$ cat src/rtl/regfile_sb.sv
// Integer register file with two registered read ports, one write port and a
// per-register busy scoreboard used by issue logic to detect RAW hazards.
module regfile_sb #(
    parameter int XLEN     = 32,
    parameter int ADDR_W   = 5,
    parameter int NUM_REGS = 32,
    parameter int BYPASS   = 1
) (
    input  logic              clk,
    input  logic              rst_n,
    input  logic              rd_en,
    input  logic [ADDR_W-1:0] rs1_addr,
    input  logic [ADDR_W-1:0] rs2_addr,
    output logic [XLEN-1:0]   rs1_data,
    output logic [XLEN-1:0]   rs2_data,
    output logic              rs1_busy,
    output logic              rs2_busy,
    input  logic              we,
    input  logic [ADDR_W-1:0] wr_addr,
    input  logic [XLEN-1:0]   wr_data,
    input  logic              rsv_en,
    input  logic [ADDR_W-1:0] rsv_addr,
    input  logic              flush
);
    logic [XLEN-1:0]     mem_q [NUM_REGS];
    logic [XLEN-1:0]     mem_d [NUM_REGS];
    logic [NUM_REGS-1:0] busy_q;
    logic [NUM_REGS-1:0] busy_d;
    logic [NUM_REGS-1:0] wr_hit;
    logic                wr_ok;

    logic [ADDR_W-1:0]   rd_addr   [2];
    logic [XLEN-1:0]     rd_data_q [2];
    logic [XLEN-1:0]     rd_data_d [2];
    logic [1:0]          rd_busy_q;
    logic [1:0]          rd_busy_d;

    // Only implemented, nonzero registers ever decode a hit, so out-of-range
    // and x0 writes/reservations fall through without extra range checks.
    genvar gi;
    generate
        for (gi = 0; gi < NUM_REGS; gi++) begin : g_reg
            if (gi == 0) begin : g_zero
                assign wr_hit[gi] = 1'b0;
                assign busy_d[gi] = 1'b0;
            end else begin : g_live
                logic rsv_hit;
                assign wr_hit[gi] = we && (wr_addr == ADDR_W'(gi));
                assign rsv_hit    = rsv_en && (rsv_addr == ADDR_W'(gi));
                // A new reservation outranks a completing writeback.
                assign busy_d[gi] = flush      ? 1'b0 :
                                    rsv_hit    ? 1'b1 :
                                    wr_hit[gi] ? 1'b0 : busy_q[gi];
            end
        end
    endgenerate

    assign wr_ok      = |wr_hit;
    assign rd_addr[0] = rs1_addr;
    assign rd_addr[1] = rs2_addr;

    always_comb begin
        for (int i = 0; i < NUM_REGS; i++) begin
            mem_d[i] = wr_hit[i] ? wr_data : mem_q[i];
        end
    end

    // Busy flag reported is the post-update value so it lines up with the
    // register state visible the cycle after the read.
    always_comb begin
        for (int p = 0; p < 2; p++) begin
            rd_data_d[p] = rd_data_q[p];
            rd_busy_d[p] = rd_busy_q[p];
            if (rd_en) begin
                rd_data_d[p] = '0;
                rd_busy_d[p] = 1'b0;
                for (int i = 1; i < NUM_REGS; i++) begin
                    if (rd_addr[p] == ADDR_W'(i)) begin
                        rd_data_d[p] = mem_q[i];
                        rd_busy_d[p] = busy_d[i];
                    end
                end
                if ((BYPASS != 0) && wr_ok && (wr_addr == rd_addr[p])) begin
                    rd_data_d[p] = wr_data;
                end
            end
        end
    end

    always_ff @(posedge clk or negedge rst_n) begin
        if (!rst_n) begin
            for (int i = 0; i < NUM_REGS; i++) begin
                mem_q[i] <= '0;
            end
            busy_q       <= '0;
            rd_data_q[0] <= '0;
            rd_data_q[1] <= '0;
            rd_busy_q    <= '0;
        end else begin
            for (int i = 0; i < NUM_REGS; i++) begin
                mem_q[i] <= mem_d[i];
            end
            busy_q       <= busy_d;
            rd_data_q[0] <= rd_data_d[0];
            rd_data_q[1] <= rd_data_d[1];
            rd_busy_q    <= rd_busy_d;
        end
    end

    assign rs1_data = rd_data_q[0];
    assign rs2_data = rd_data_q[1];
    assign rs1_busy = rd_busy_q[0];
    assign rs2_busy = rd_busy_q[1];
endmodule

$ cat config.mk
export PLATFORM = sky130hd
export DESIGN_NAME = regfile_sb
export DESIGN_NICKNAME = d
export VERILOG_FILES = /design/src/rtl/regfile_sb.sv
export SDC_FILE = /design/constraint.sdc
export NUM_CORES = 2
export LEC_CHECK = 0
export BUFFER_PORTS_ARGS = -buffer_cell sky130_fd_sc_hd__buf_4
export CELL_PAD_IN_SITES_DETAIL_PLACEMENT = 0
export CELL_PAD_IN_SITES_GLOBAL_PLACEMENT = 1
export CORE_MARGIN = 2
export CORE_UTILIZATION = 32
export DETAILED_ROUTE_END_ITERATION = 8
export PLACE_DENSITY = 0.61
export SYNTH_ARGS = -nofsm -noshare
export SYNTH_HDL_FRONTEND = slang
export SYNTH_SLANG_ARGS = --single-unit
$ cat constraint.sdc
create_clock -name clk -period 5.14 [get_ports clk]
set_clock_uncertainty 0.15 [all_clocks]
set_input_delay 0.257 -clock clk [delete_from_list [all_inputs] [get_ports clk]]
set_output_delay 0.257 -clock clk [all_outputs]
set_load 0.005 [all_outputs]
## Yosys cells after proc, flatten, opt, wreduce, memory -nomap -nowiden

Index checks and enable logic that the tools add are counted.

- Bits in registers: 1089
- Output and inout port bits: 66
- Bits of input ports: 58

- Muxes and demuxes: 219
- Reductions and logical operators: 65
- Eq/ne operators: 126

Operator list:

| cell | count |
|---|---|
| $mux W32 | 64 |
| $eq A5 B5 Y1 const B | 64 |
| $eq A5 B4 Y1 const B | 32 |
| $mux W1 | 155 |
| $eq A5 B3 Y1 const B | 16 |
| $logic_and A1 B1 Y1 | 64 |
| $eq A5 B2 Y1 const B | 8 |
| $reduce_or A31 Y1 | 1 |
| $eq A5 B1 Y1 const B | 4 |
| $eq A5 B5 Y1 | 2 |

## Longest topological paths before layout

- Word-level depth: 36
- Mapped depth: 12
- Gate-level depth less buffers: 7

## Least setup slack after synthesis

No wires, ideal clock.

- Kind: input port to flip-flop
- From: input port wr_addr[1]
- To: register rd_busy_q[0]
- Slack: 2926 ps
- Path buffers: 2
- Stages: 9
- Arrival time: 1929 ps
- Data required time: 4855 ps
- Path through: buf_2 or2_1 buf_2 nor2_2 o311ai_1 a2111oi_2 nand4_1 o211ai_1 o211ai_1

- Cells in the longest elaborated chain, start to end: 36
- Elaborated cells on any way between the ends: 186

Ends and longest elaborated chain:

| what | RTL line | source |
|---|---|---|
| start, declared | 19 | `input logic [ADDR_W-1:0] wr_addr,` |
| $eq A5 B1 Y1 | 48 | `assign wr_hit[gi] = we && (wr_addr == ADDR_W'(gi));` |
| $logic_and A1 B1 Y1 | 48 |  |
| $mux W1 | 53 | `wr_hit[gi] ? 1'b0 : busy_q[gi];` |
| $mux W1 | 52 | `rsv_hit ? 1'b1 :` |
| $mux W1 | 51 | `assign busy_d[gi] = flush ? 1'b0 :` |
| $mux W1 (30 in series) | 78 | `if (rd_addr[p] == ADDR_W'(i)) begin` |
| $mux W1 (*) | 78 |  |
| end signal, assigned | 106 | `rd_busy_q <= rd_busy_d;` |
| end, declared | 35 | `logic [1:0] rd_busy_q;` |

Every way passes the cells marked *; elsewhere a longest branch is shown, timed or not.
A chain may end at the register's enable or synchronous reset.

## Final worst setup path

- From: input port rs1_addr[2]
- To: register rd_data_q (netlist bit rs1_data[24])

- Cells in the longest elaborated chain, start to end: 33
- Elaborated cells on any way between the ends: 65

Ends and longest elaborated chain:

| what | RTL line | source |
|---|---|---|
| start, declared | 12 | `input logic [ADDR_W-1:0] rs1_addr,` |
| $eq A5 B1 Y1 | 78 |  |
| $mux W32 (31 in series) | 78 |  |
| $mux W32 (*) | 83 | `if ((BYPASS != 0) && wr_ok && (wr_addr == rd_addr[p])) begin` |
| end, declared | 33 | `logic [XLEN-1:0] rd_data_q [2];` |

Marked as above.

==> out/qor.txt <==
startpoint types = input pin
register area share after synthesis = 0.467
internal power = 17.1 mW
syn avg cell area = 10.8 um^2
Syn Inst Count = 5404
synthesis-stage register bit count = 1089
Arrival @ worst endpoint = 4.16 ns
max incr delay on CP = 0.96 ns
clk buf depth = 3
Tmin final = 3.68 ns
share of cells above drive strength 1 = 0.311
Post-synth EDFFs = 0
first-pass GRT wire length = 386 mm
Clk Latency, worst-skew pair = 0.79 ns
area of the mapped netlist = 58400 um^2
YS warnings = 0
boundary pin count = 124
largest net degree at the start of global routing = 147
detailed placement HPWL = 187 mm
r2r setup slk = 2.07 ns
Syn-to-layout area delta = 14.0%
via/cell ratio = 6.44
critical path type = in -> reg
max_cap viols = 0
Crit-path slowest cell = a2111oi_0
Hold Vio Cnt, Final = 4
path depth of the worst reg2reg path = 6
Die Ht = 431 um
DRC viols = 0
critical-path cell list = buf_4 -> or3_1 -> nor2_1 -> buf_4 -> a2111oi_0 -> o22ai_1 -> nor4_1 -> o32ai_1
die width = 431 um
Pleak = 28.5 nW
detailed-route wire length per cell = 34.7 um
worst-path maximum fanout = 34
Core Area = 181000 um^2
slew at the pin with the worst max-slew slack = 1.32 ns
Vias = 50800
most common cell after layout, fill and taps aside = dfrtp_1
crit path capture type = flop
failing checks = hold timing
Overflow after GRT = 0
status = finished, violations left
worst r2r dst = rs2_data[4]$_DFFE_PN0P_
PwrDens = 369 nW/um^2
Initial Util = 0.322
async set-reset flop share out of synthesis = 1.00
cell row count = 156
remaining antenna violation count = 0
worst reg2reg startpoint = mem_q[932]$_DFFE_PN0P_
Main synth FF type = dfrtp_1
Max VDD drop = 0.262 mV
Synth cell types = 106
fin crit share = 0.717
# H-tree levels = 3
CTS Sinks = 1089
Clock power frac = 0.360
die area = 186000 um^2
Switching Share = 0.303
FMAX = 271 MHz
Final setup violation count = 0
Hold WS = -0.00586 ns
net load switching power = 7.45 mW
Comb power frac = 0.165
clk root buf = clkbuf_16
Num CTS Buffers = 117
max_slew headroom = 0.114
Setup Buffers After CTS = 0
most frequent cells in the layout = dfrtp_1, mux2_2, buf_4, nand2_1, a21oi_1
Final Max Tran Viols = 0
worst min path class = in -> async
post-synth net total = 5462
IO buf count = 123
CP most frequent cell = buf_4
Total Routing Usage GR = 0.287
post-CTS sizing = 0
sequential power share = 0.475
WP data required = 5.62 ns
initial DRC count = 6645
CTS tree = done
clk slew on worst S/H paths = 0.06 ns
WL final = 273 mm
GP Congestion = 0.963
vias in the first global route = 50100
First-pass DRT Iterations = 9
Post-CTS Hold Buffers = 51
final net count = 5465
initial antenna violation count = 10
setup tns final = 0 ns
unrepaired setup endpoints after global routing = no
-- metal layers --
| metal | part of all wire | routed length, um | GRT usage |
|---|---|---|---|
| met5 | 0.000091 | 25 | 0 |
| met4 | 0.058 | 15900 | 0.148 |
| met3 | 0.092 | 25000 | 0.0633 |
| met2 | 0.44 | 121000 | 0.434 |
| met1 | 0.41 | 112000 | 0.383 |
-- worst max-delay path: cells and delay by family --
kind | cells | cell delay [ns]
buffers and inverters | 2 | 0.80
AND/OR/NAND/NOR | 3 | 1.60
AO/OA/AOI/OAI | 3 | 1.44
-- layout make-up --
type	instances	area, um^2
repair buffers	408	3390
multi-input cells	3772	29000
flip-flops and latches	1089	27300
clock buffers	175	3430
inverters	19	71.3
diodes	5	12.5
well taps	2370	2970
clock inverters	41	463
fillers	18000	115000
-- how the worst max path moves through the flow --
| stage | startpoint | endpoint | cells past startpoint |
|---|---|---|---|
| after global routing | rs1_addr[2] | rs1_data[24]$_DFFE_PN0P_ | 8 |
| final | rs1_addr[2] | rs1_data[24]$_DFFE_PN0P_ | 8 |
| after detailed placement | rs1_addr[2] | rs1_data[24]$_DFFE_PN0P_ | 8 |
| after floorplan | wr_addr[1] | rd_busy_q[0]$_DFFE_PN0P_ | 9 |
| after CTS | rs1_addr[2] | rs1_data[24]$_DFFE_PN0P_ | 8 |
| after global placement | rs1_addr[2] | rs1_data[24]$_DFFE_PN0P_ | 8 |
-- state kept, by name, summed over array words and instances, names as in the netlist --
register   flops
busy_q        31
rs2_data      32
rs1_data      32
rd_busy_q      2
mem_q        992
-- cells in the mapped netlist (11+ instances only) --
master | n | share of area
o21a_1 | 13 | 0.0017
nor2_2 | 15 | 0.0016
nand2b_1 | 17 | 0.0018
buf_4 | 29 | 0.0037
xnor2_1 | 11 | 0.0016
a211oi_1 | 20 | 0.0026
nand3_1 | 97 | 0.0083
o22ai_1 | 270 | 0.029
o211ai_1 | 40 | 0.0051
dfrtp_1 | 1089 | 0.47
and4b_1 | 15 | 0.0026
a31oi_1 | 56 | 0.0060
inv_1 | 11 | 0.00071
a221oi_1 | 72 | 0.011
and3_1 | 175 | 0.019
nand4_1 | 33 | 0.0035
buf_2 | 165 | 0.014
nor3_1 | 69 | 0.0059
a221o_1 | 27 | 0.0046
mux2_2 | 1042 | 0.20
nor2b_1 | 22 | 0.0024
nand2_1 | 279 | 0.018
clkbuf_1 | 286 | 0.018
buf_1 | 36 | 0.0023
nor2_1 | 277 | 0.018
o31ai_1 | 26 | 0.0033
mux2i_1 | 56 | 0.0096
or3_1 | 12 | 0.0013
o21ai_1 | 50 | 0.0043
o221ai_1 | 50 | 0.0075
a222oi_1 | 18 | 0.0031
a2111oi_0 | 47 | 0.0070
a22oi_1 | 188 | 0.024
nor4_1 | 14 | 0.0015
a32oi_1 | 12 | 0.0018
mux4_2 | 14 | 0.0054
o21ai_0 | 225 | 0.019
a21oi_1 | 271 | 0.023
-- power by group through the flow --
stage | logic, mW | registers [mW] | clock network [mW]
finish | 4.07 | 11.7 | 8.85
global route | 4.31 | 11.9 | 9.29
global placement | 3.90 | 11.7 | 0
floorplan | 2.61 | 11.2 | 0
detailed placement | 3.98 | 11.8 | 0
CTS | 4.02 | 11.6 | 8.92
-- through the flow --
stage | power, mW | util | worst slack (ns) | cells | area, um^2
CTS | 24.6 | 0.368 | 1.69 | 7874 | 66600
global placement | 15.6 | 0.343 | 1.05 | 7607 | 62200
detailed placement | 15.8 | 0.343 | 0.880 | 7607 | 62200
floorplan | 13.8 | - | 2.93 | 5404 | 58400
finish | 24.6 | 0.368 | 1.46 | 7879 | 66600
global route | 25.5 | 0.368 | 1.50 | 7874 | 66600
-- logic make-up (layout without fill, tap and decap cells) --
family          after synthesis  in the layout  synth area share
xor+xnor                     13             13           0.00195
compound gates             1513           1513             0.174
buf+inv                     543            643            0.0413
simple gates               1130           1130             0.100
mux                        1116           1116             0.217
other cells                   0              5                 0
flops                      1089           1089             0.467
No activity file was read; power rests on OpenSTA's default activity.
